[config.mk]
export PLATFORM = sky130hd
export DESIGN_NAME = lcd_spi_capture
export DESIGN_NICKNAME = d
export VERILOG_FILES = /design/src/rtl/lcd_spi_capture.sv
export SDC_FILE = /design/constraint.sdc
export NUM_CORES = 1
export LEC_CHECK = 0
export BUFFER_PORTS_ARGS = -buffer_cell sky130_fd_sc_hd__buf_2
export CORE_MARGIN = 2
export CORE_UTILIZATION = 35
export CTS_CLUSTER_DIAMETER = 150
export DETAILED_ROUTE_END_ITERATION = 8
export PLACE_DENSITY = 0.58
export SLEW_MARGIN = 20
export SYNTH_ARGS = -nofsm -noshare
export SYNTH_HDL_FRONTEND = slang
export SYNTH_SLANG_ARGS = --single-unit
[constraint.sdc]
create_clock -name clk -period 5.37 [get_ports clk]
set_clock_uncertainty 0.1 [all_clocks]
set_input_delay 0.2685 -clock clk [delete_from_list [all_inputs] [get_ports clk]]
set_output_delay 0.2685 -clock clk [all_outputs]
set_load 0.005 [all_outputs]
[src/rtl/lcd_spi_capture.sv]
// Receive side of the 4-wire LCD SPI link: oversampled deserializer plus
// window/RAMWR decoder that emits one strobe per RGB565 pixel.
module lcd_spi_capture #(
    parameter int LCD_W = 132,
    parameter int LCD_H = 162
) (
    input  logic        clk,
    input  logic        rst,
    input  logic        lcd_cs_n_in,
    input  logic        lcd_clk_in,
    input  logic        lcd_data_in,
    input  logic        lcd_dc_in,
    input  logic        lcd_rst_n_in,
    output logic        cmd_valid,
    output logic [7:0]  cmd_byte,
    output logic        pix_valid,
    output logic [7:0]  pix_x,
    output logic [7:0]  pix_y,
    output logic [15:0] pix_data,
    output logic        frame_done
);

    localparam logic [7:0] X_MAX = 8'(LCD_W - 1);
    localparam logic [7:0] Y_MAX = 8'(LCD_H - 1);

    typedef enum logic [2:0] {
        IDLE, CASET_ARG, RASET_ARG, RAMWR_HI, RAMWR_LO
    } state_t;

    logic [1:0] cs_s, scl_s, sda_s, dc_s, rn_s;
    logic       scl_d;
    logic       scl_rise, soft_rst;

    always_ff @(posedge clk or negedge rst) begin
        if (!rst) begin
            cs_s  <= 2'b11;
            scl_s <= 2'b00;
            sda_s <= 2'b00;
            dc_s  <= 2'b00;
            rn_s  <= 2'b11;
            scl_d <= 1'b0;
        end else begin
            cs_s  <= {cs_s[0], lcd_cs_n_in};
            scl_s <= {scl_s[0], lcd_clk_in};
            sda_s <= {sda_s[0], lcd_data_in};
            dc_s  <= {dc_s[0], lcd_dc_in};
            rn_s  <= {rn_s[0], lcd_rst_n_in};
            scl_d <= scl_s[1];
        end
    end

    assign scl_rise = scl_s[1] & ~scl_d;
    assign soft_rst = ~rn_s[1];

    logic [2:0] bit_cnt;
    logic [7:0] shreg;
    logic       byte_stb;
    logic [7:0] byte_val;
    logic       byte_dc;

    always_ff @(posedge clk or negedge rst) begin
        if (!rst) begin
            bit_cnt  <= 3'd0;
            shreg    <= 8'h00;
            byte_stb <= 1'b0;
            byte_val <= 8'h00;
            byte_dc  <= 1'b0;
        end else begin
            byte_stb <= 1'b0;
            if (soft_rst || cs_s[1]) begin
                bit_cnt <= 3'd0;
            end else if (scl_rise) begin
                shreg   <= {shreg[6:0], sda_s[1]};
                bit_cnt <= bit_cnt + 3'd1;
                if (bit_cnt == 3'd7) begin
                    byte_stb <= 1'b1;
                    byte_val <= {shreg[6:0], sda_s[1]};
                    byte_dc  <= dc_s[1];
                end
            end
        end
    end

    state_t      state, state_nx;
    logic [1:0]  arg_cnt, arg_cnt_nx;
    logic [7:0]  arg_lo, arg_lo_nx;
    logic [7:0]  xs, xe, ys, ye, xs_nx, xe_nx, ys_nx, ye_nx;
    logic [7:0]  x, y, x_nx, y_nx;
    logic [7:0]  hi, hi_nx, win_end;
    logic        cmd_valid_nx, pix_valid_nx, frame_done_nx;
    logic [7:0]  cmd_byte_nx, pix_x_nx, pix_y_nx;
    logic [15:0] pix_data_nx;

    assign win_end = (byte_val < arg_lo) ? arg_lo : byte_val;

    always_comb begin
        state_nx      = state;
        arg_cnt_nx    = arg_cnt;
        arg_lo_nx     = arg_lo;
        xs_nx         = xs;
        xe_nx         = xe;
        ys_nx         = ys;
        ye_nx         = ye;
        x_nx          = x;
        y_nx          = y;
        hi_nx         = hi;
        cmd_valid_nx  = 1'b0;
        cmd_byte_nx   = cmd_byte;
        pix_valid_nx  = 1'b0;
        pix_x_nx      = pix_x;
        pix_y_nx      = pix_y;
        pix_data_nx   = pix_data;
        frame_done_nx = 1'b0;
        if (soft_rst) begin
            state_nx    = IDLE;
            arg_cnt_nx  = 2'd0;
            xs_nx       = 8'd0;
            xe_nx       = X_MAX;
            ys_nx       = 8'd0;
            ye_nx       = Y_MAX;
            x_nx        = 8'd0;
            y_nx        = 8'd0;
            cmd_byte_nx = 8'h00;
            pix_x_nx    = 8'd0;
            pix_y_nx    = 8'd0;
            pix_data_nx = 16'h0000;
        end else if (byte_stb && !byte_dc) begin
            cmd_valid_nx = 1'b1;
            cmd_byte_nx  = byte_val;
            arg_cnt_nx   = 2'd0;
            unique case (1'b1)
                byte_val == 8'h2A: state_nx = CASET_ARG;
                byte_val == 8'h2B: state_nx = RASET_ARG;
                byte_val == 8'h2C: begin
                    state_nx = RAMWR_HI;
                    x_nx     = xs;
                    y_nx     = ys;
                end
                default: state_nx = IDLE;
            endcase
        end else if (byte_stb) begin
            unique case (state)
                CASET_ARG, RASET_ARG: begin
                    arg_cnt_nx = arg_cnt + 2'd1;
                    if (arg_cnt == 2'd1) arg_lo_nx = byte_val;
                    if (arg_cnt == 2'd3) begin
                        state_nx = IDLE;
                        if (state == CASET_ARG) begin
                            xs_nx = arg_lo;
                            xe_nx = win_end;
                        end else begin
                            ys_nx = arg_lo;
                            ye_nx = win_end;
                        end
                    end
                end
                RAMWR_HI: begin
                    hi_nx    = byte_val;
                    state_nx = RAMWR_LO;
                end
                RAMWR_LO: begin
                    pix_valid_nx  = 1'b1;
                    pix_x_nx      = x;
                    pix_y_nx      = y;
                    pix_data_nx   = {hi, byte_val};
                    frame_done_nx = (x == xe) && (y == ye);
                    state_nx      = RAMWR_HI;
                    if (x < xe) begin
                        x_nx = x + 8'd1;
                    end else begin
                        x_nx = xs;
                        y_nx = (y == ye) ? ys : y + 8'd1;
                    end
                end
                default: ;
            endcase
        end
    end

    always_ff @(posedge clk or negedge rst) begin
        if (!rst) begin
            state      <= IDLE;
            arg_cnt    <= 2'd0;
            arg_lo     <= 8'd0;
            xs         <= 8'd0;
            xe         <= X_MAX;
            ys         <= 8'd0;
            ye         <= Y_MAX;
            x          <= 8'd0;
            y          <= 8'd0;
            hi         <= 8'd0;
            cmd_valid  <= 1'b0;
            cmd_byte   <= 8'h00;
            pix_valid  <= 1'b0;
            pix_x      <= 8'd0;
            pix_y      <= 8'd0;
            pix_data   <= 16'h0000;
            frame_done <= 1'b0;
        end else begin
            state      <= state_nx;
            arg_cnt    <= arg_cnt_nx;
            arg_lo     <= arg_lo_nx;
            xs         <= xs_nx;
            xe         <= xe_nx;
            ys         <= ys_nx;
            ye         <= ye_nx;
            x          <= x_nx;
            y          <= y_nx;
            hi         <= hi_nx;
            cmd_valid  <= cmd_valid_nx;
            cmd_byte   <= cmd_byte_nx;
            pix_valid  <= pix_valid_nx;
            pix_x      <= pix_x_nx;
            pix_y      <= pix_y_nx;
            pix_data   <= pix_data_nx;
            frame_done <= frame_done_nx;
        end
    end

endmodule

==> results, run 1 <==
- TritonCTS built the clock tree.
- The top cell types in the final layout, fill and taps aside, are dfrtp_1, nand2_1, buf_2.
- The worst-margin pin slew is around 850 ps.
- The synthesis-to-layout area growth is 16.9%.
- The flow ran to the end, and the final reports show no timing, DRC or antenna violations.
- The number of failing hold endpoints at the final stage is 0.
- The worst hold path passes through 0 cells.
- The leading cell type in the layout, fill and taps excluded is dfrtp_1.
- Entering global routing, the biggest net connects 97 pins.
- The finished layout holds just under 900 standard cells, fillers aside.
- The finished cells cover 7550 sq um.
- Setup slack on the worst reg-to-reg path comes out at between 2000 and 3000 ps.
- The top achievable clock speed is 0.364 GHz.
- The source of the worst hold timing path is scl_s[0].
- The analysis attributes to cell leakage a power of 3.66 nW.
- After legalization and detailed placement, the total HPWL measured roughly 10,000 um.
- The top cell type's share of synthesized area is 51.5%.
- The root buffer cell is clkbuf_16.
- The capturing point of the worst reg2reg path is y[5].
- The share of async-settable or async-resettable flops after synthesis is 100%.
- Setup repair after global routing left no endpoint under its margin.
- Among all flip-flop cells after synthesis, the most frequent one is dfrtp_1.
- For this design, the CTS-stage hold fixing added 6 buffers.
- The weighted congestion at the end of routability-driven global placement is 0.825.
- The largest area contributor in the netlist is dfrtp_1.
- In this run the critical register-to-register path is launched from byte_dc.
- The critical path starts at byte_dc.
- In this run the power density over the cells is between 300 and 400 nW/um^2.
- In this design, the largest share of critical-path delay is due to compound AO/OA/AOI/OAI gates.
- The max-slew violation total from the final report was 0.
- Buffers added to address setup during post-CTS repair amount to 0.
- The arrival time at the worst endpoint is 2990 ps.
- The area of the core region is 18,000 sq um.
- The maximum VDD drop is 262 uV.
- Together, buffers and inverters on the worst path number 0.
- The cell area after placement is ~7000 sq um.
- After synthesis, the netlist uses 53 different library cells.
- The number of violations reported at the end of detailed-routing iteration 0 is around 290.
- Synthesis produced a netlist with a net count of 630.
- The number of antenna violations at the first check in global routing is 0.
- The total power after layout is roughly 2.3 mW.
- Counting every sink on the clock net gives 143.
- The count of nets left with antenna violations once routing finished came out at 0.
- The number of design rule violations left after detail routing is 0.
- The total setup violations reported at the end of the flow is 0.
- For this run, the number of Yosys warnings is 0.
- The floorplan step defined a die boundary enclosing 19,600 sq um.
- The maximum level of the CTS H-tree is 4.
- The gate count of the mapped netlist is 602.
- Sorting the synthesized cells by area gives the leading types as dfrtp_1, nand2_1, dfstp_2.
- Using the TritonRoute via totals, the vias-per-cell ratio works out to roughly 5.2.
- The post-detailed-routing wire length is 15,200 um.
- The count of buffers added on input and output ports is 49.
- The kind of critical path is reg -> reg.
- The floorplan step set the die width to 140 um.
- The net count reported at finish is 676.
- Headroom to the max-slew limit came out at 43.1%.
- The per-instance average area after synthesis is between 10 and 15 sq um.
- The path class of the lowest-slack min-delay path is reg -> reg.
- The number of placed instances, taps included, is 852.
- The register bit total from synthesis is 143.
- The highest net fanout along the worst path is 11.
- The clock passes through at most 2 buffers.
- Sequential elements use 55.6% of the synthesized area.
- During I/O placement, the number of pins put on the boundary was 50.
- Dividing the detail-routed wire length by the instance count gives between 15 and 20 um.
- The total congestion overflow is 0.
- The detailed-route via count is approximately 4,700.
- The cell area after synthesis is 6460 sq um.
- The synthesized design contains 0 enable-type register cells.
- Summed over all failing endpoints, the final setup total negative slack is 0 ps.
- The die is 140 um tall.
- The critical path startpoint category is a flop.
- The number of fillers in the final layout is 1,753.
- The via count of the first global-routing pass is between 4,000 and 5,000.
- Global routing used 16.4% of the available tracks across all layers.
- The endpoint required time on the critical path is ~5600 ps.
- Walking the worst path, the cells encountered are nand2b_4 -> or4_4 -> o41a_1 -> a311o_4 -> o21ai_1 -> o2bb2ai_1.
- The delay contributed by the slowest stage of the critical path is 570 ps.
- The global-route wire length before repair is 25,000 um.
- The share of cells above drive strength 1 is 18.9%.
- The endpoint with the worst hold slack is scl_s[1].
- The worst setup path is captured at a flop.
- The worst path uses 51.1% of the clock period.
- The worst reg2reg path depth is 6.
- The number of buffers added by the clock tree synthesis step is 17.
- The area of the multi-input gates is 2630 sq um.
- The initialized floorplan defines 49 standard-cell rows.
- The latest clock arrival within the worst-skew pair is 430 ps.
- The slowest stage of the critical path is the o41a_1 cell.
- The max-cap check violation count is 0.
- After clock tree synthesis, the clock-pin slew on the worst setup and hold paths is 60 ps.
- The number of antenna diodes in the final layout is 0.
- The effective utilization at floorplan is between 30% and 40%.
- The register area is 3590 sq um.
- The number of cells upsized or downsized after cts is 0.
- The first detailed-routing pass ran for 5 iterations.
- The clock period could shrink to 2750 ps.
[stage by stage]
stage | hold WS [ps] | worst slack, ps | utilization (%)
floorplan | -127 | 2990 | -
global placement | 238 | 2680 | 38.3
detailed placement | 237 | 2640 | 38.3
CTS | 251 | 2610 | 41.9
global route | 259 | 2380 | 41.9
finish | 250 | 2620 | 41.9
[how the worst max path moves through the flow]
stage / slack (ps) / cells after the start / to
detailed placement: 2640 / 6 / y[5]
global route: 2380 / 7 / xe[4]
floorplan: 2990 / 8 / y[3]
finish: 2620 / 6 / y[5]
global placement: 2680 / 4 / pix_data[11]
CTS: 2610 / 6 / y[5]
[flip-flops by register name (all words and copies together) (netlist names), 3 cells and up]
register,cells
pix_data,16
arg_lo,8
byte_val,8
cmd_byte,8
hi,8
pix_x,8
pix_y,8
x,8
xe,8
xs,8
y,8
ye,8
ys,8
shreg,7
bit_cnt,3
state,3
[area by class of cell]
class                   instances  share of cell area (%)
inverters                      27                    1.34
clock buffers                  18                    5.68
multi-input cells             398                    34.8
well taps                     229                    3.79
repair buffers                 61                    4.72
flip-flops and latches        143                    47.5
clock inverters                14                    2.09
[per-layer routing]
metal  up-vias  GRT usage (%)  wire length [um]
met5         -              0                 0
met1      2296           22.4              7200
li1       2221              -                 -
met2       127           25.4              7020
met4         0           5.00               192
met3        14           4.58               798
[worst register-to-register path, cell delays in order (launching register included)]
cell       delay (ps)
dfrtp_1           490
nand2b_4          250
or4_4             550
o41a_1            570
a311o_4           410
o21ai_1           150
o2bb2ai_1         130
[logic make-up after synthesis]
kind of cell | after synthesis | synth area share (%)
buffers and inverters | 61 | 3.83
flip-flops | 143 | 55.6
AO/OA/AOI/OAI | 167 | 16.7
adder cells (fa/ha/maj) | 21 | 4.07
multiplexers | 40 | 6.60
AND/OR/NAND/NOR | 159 | 11.7
XOR/XNOR | 11 | 1.49
[where the power goes]
part | switching, mW | internal (mW)
Clock | 0.485 | 0.690
Combinational | 0.0386 | 0.0210
Sequential | 0.0131 | 1.10
[Yosys cell counts, types with 3 or more instances]
cell,number
dfrtp_1,133
nand2_1,79
a21oi_1,45
o21ai_0,42
clkbuf_1,28
inv_1,25
a22o_1,24
ha_1,21
mux2_2,21
nor2_1,20
mux2i_1,19
and3_1,12
nor2b_1,11
dfstp_2,10
a21o_1,9
xor2_1,9
nand3_1,8
o21ai_1,8
nand2b_1,7
o211ai_1,6
o22ai_1,6
o2bb2ai_1,6
a211oi_1,4
a31oi_1,4
nor3_1,4
nor3b_1,3
nor4_1,3
Note: power is estimated with default switching activity, not from simulation.
==> run 2, diff against run 1 <==
- ABC_AREA: unset -> 1
- clock period: 5.37 -> 2.8 ns (I/O delays scaled with it)
==> run 2 against run 1 <==
Effect of this change: sequential power grew 110%; cell area increased by 1.7%; die area is 1.2% higher; critical path depth rose by 6; sequential share of layout area fell by 0.80 points; first-iteration DRC count up 12%; register-to-register slack worse by 2000 ps; combinational power rose to 10 times the previous value; largest cell class unchanged.
==> results, run 2 <==
- The flow ran to the end, and the final reports show no timing, DRC or antenna violations.
- The post-CTS repair timing setup buffer count is 0.
- Ranked by total cell area, the synthesized netlist is headed by dfrtp_1, nand2_1, inv_1.
- The number of failing hold endpoints at the final stage is 0.
- After routing, the total negative slack on setup checks comes to 0 ps.
- The detail-routed via count per cell is between 4 and 5.
- Excluding fillers, the count of instances in the completed layout stands at 1,046.
- The finished cells cover slightly below 8000 sq um.
- The floorplan step set the die width to 141 um.
- The number of port buffers is 49.
- The number of routed nets with antenna violations is 0.
- The total congestion overflow is 0.
- The number of optimization iterations in the first detailed-route pass is 5.
- Global routing consumed, on the met2 layer, 25.6% of the routing resources.
- The number of violations reported at the end of detailed-routing iteration 0 is 325.
- The share of async-settable or async-resettable flops after synthesis is 100%.
- In the final routed layout, each cell accounts on average for 14.7 um.
- The global routing met3 resource utilization is 3.57%.
- The commonest cells after synthesis are nand2_1, dfrtp_1, inv_1, o21ai_0, nand3_1.
- For this run, the register share of the synthesized area comes to 54.9%.
- The die is 141 um tall.
- The number of fillers in the final layout is between 1,500 and 2,000.
- The number of sinks handled by clock tree synthesis is 143.
- The effective utilization at floorplan is 36.0%.
- The largest area contributor in the netlist is dfrtp_1.
- For this run, the total global-route usage over all layers was measured as 16.6%.
- The critical path startpoint category is a flop.
- The number of flops mapped to enable cells by yosys is 0.
- Among cell families on the critical path, the largest total delay comes from simple AND/OR/NAND/NOR gates.
- Counting both buffers and inverters, the worst setup path holds a total of 3.
- The max-cap check violation count is 0.
- The post-detailed-routing wire length is 15,400 um.
- Of the cells placed in the final design, the portion with a size suffix greater than 1 is ~15%.
- The register with the most flip-flops in the layout has 16 of them.
- Synthesis inferred 143 register bits.
- The critical path's slowest cell is dfstp_2.
- The number of antenna violations at the first check in global routing is 0.
- The HPWL after detailed placement is roughly 11,000 um.
- The most heavily used metal layer in global routing is met2.
- The number of placed cells counting well taps is approximately 1,000.
- The worst slew margin relative to its limit is 51.7%.
- The count of different cell masters after synthesis is 35.
- The analysis attributes to cell leakage a power of 3.77 nW.
- The maximum VDD drop is between 400 and 500 uV.
- The endpoint required time on the critical path is 3070 ps.
- In the layout the commonest cells are nand2_1, dfrtp_1, inv_1.
- The TritonCTS clock tree is built.
- The net count reported at finish is 835.
- The number of antenna diodes in the final layout is 0.
- Based on the critical path, the design can be clocked at up to 0.462 GHz.
- The weighted congestion at the end of routability-driven global placement is roughly 0.86.
- The H-tree was split into 4 levels.
- In this run the worst path has a maximum fanout of 10.
- The per-instance average area after synthesis is 8.78 sq um.
- The delay contributed by the slowest stage of the critical path is 510 ps.
- Data arrives at the worst endpoint at ~2400 ps.
- Counting the buffers created by CTS gives 17.
- After layout, the worst path uses 77.3% of the clock period.
- The area of the multi-input gates is about 2500 sq um.
- More flip-flops sit in one register than any other, and that register is pix_data.
- The number of nets handed over by synthesis was 773.
- In this run the core area contains 49 standard-cell rows.
- The gate count of the mapped netlist is 745.
- During synthesis, Yosys emitted a total of 0 warnings.
- Power comes to 4.98 mW.
- Among all flip-flop cells after synthesis, the most frequent one is dfrtp_1.
- The top cell type's share of synthesized area is between 50% and 60%.
- The most used standard cell by instance count after synthesis is nand2_1.
- The global routing usage on met1 is between 20% and 30%.
- The cell area after placement is slightly above 7000 sq um.
- The global-route wire length before repair is 25,500 um.
- The pin count of the biggest net entering global routing is 68.
- Setup repair after global routing left no endpoint under its margin.
- The worst-margin pin slew is 724 ps.
- By instance count, the cell type seen most on the critical path is nand2_1.
- The total setup violations reported at the end of the flow is 0.
- The via count of the first global-routing pass was 4,896.
- Hold timing on the final database bottoms out at a slack of around 180 ps.
- Across the whole layout, storage elements account for 3590 sq um.
- Pin placement for this block handled 50 I/O pins.
- The cell sitting at the root of the clock tree is a clkbuf_16.
- After clock tree synthesis, the clock-pin slew on the worst setup and hold paths is roughly 60 ps.
- The signal on the critical path passes through inv_1 -> ha_1 -> inv_1 -> o21bai_1 -> nand2_1 -> nand2_1 -> nand2_1 -> nand3_2 -> inv_1 -> nor2_4 -> nand3_1 -> nand2_1.
- The path class of the lowest-slack min-delay path is in -> async.
- Leaving out fill and tap cells, the most frequent cell in the layout is nand2_1.
- The power density relative to cell area is 649 nW/um^2.
- The capturing element type of the critical path is a flop.
- The max-slew violation total from the final report is 0.
- In the routed design, unresolved DRC markers number 0.
- The cell area after synthesis is 6540 sq um.
- The worst setup path is of the reg -> reg kind.
- In this run the standard cell core region covers 18,100 sq um.
- For the finished layout, the period the worst path requires is 2160 ps.
- At the later pin of the worst-skew pair, clock insertion delay measures 430 ps.
- The longest clock path from root to sink contains 2 buffers.
- The slack of the worst reg-to-reg path is 640 ps.
- The area growth from synthesis to layout is 17.4%.
- The floorplan step defined a die boundary enclosing 19,800 sq um.
- For this block, the via count after detailed routing is 5,040.
-- run 2: area by class of cell --
type / instances / share of cell area (%)
well taps: 229 / 3.73
repair buffers: 63 / 5.00
multi-input cells: 480 / 32.4
flip-flops and latches: 143 / 46.7
clock buffers: 22 / 6.30
clock inverters: 7 / 0.814
inverters: 102 / 4.98
-- run 2: layer usage --
layer | vias to the layer above | routed length, um
met5 | - | 0
met4 | 0 | 286
met3 | 24 | 551
met2 | 114 | 7100
met1 | 2399 | 7420
li1 | 2503 | -
-- run 2: logic make-up (layout without fill, tap and decap cells) --
family | after synthesis | in the layout | synth area share (%)
fa+ha+maj | 21 | 21 | 4.02
buf+inv | 122 | 194 | 7.23
compound gates | 106 | 106 | 9.07
xor+xnor | 17 | 17 | 2.28
flops | 143 | 143 | 54.9
simple gates | 328 | 328 | 21.2
mux | 8 | 8 | 1.36
-- run 2: final timing paths --
check	end	cells after the start	startpoint
worst max-delay path	y[5]	12	xe[1]
worst min-delay path	scl_s[0]	2	rst
worst max register to register	y[5]	12	xe[1]
worst min register to register	scl_s[1]	0	scl_s[0]
max in group asynchronous	xe[7]	3	rst
min in group clk	scl_s[1]	0	scl_s[0]
-- run 2: per-stage QoR --
| step | util [%] | setup slack, ps |
|---|---|---|
| after floorplan | - | 929 |
| after global placement | 39.0 | 626 |
| after detailed placement | 39.0 | 640 |
| after CTS | 42.3 | 627 |
| after global routing | 42.3 | 456 |
| final | 42.3 | 637 |
-- run 2: power by group --
part,switching (mW),internal [mW]
clock network,0.808,1.29
logic,0.382,0.218
registers,0.122,2.17
total,1.31,3.67
-- run 2: timing repair --
item / in CTS / in global routing
resized for setup: 0 / 0
hold endpoints to repair: 63 / 0
hold buffers: 6 / 0
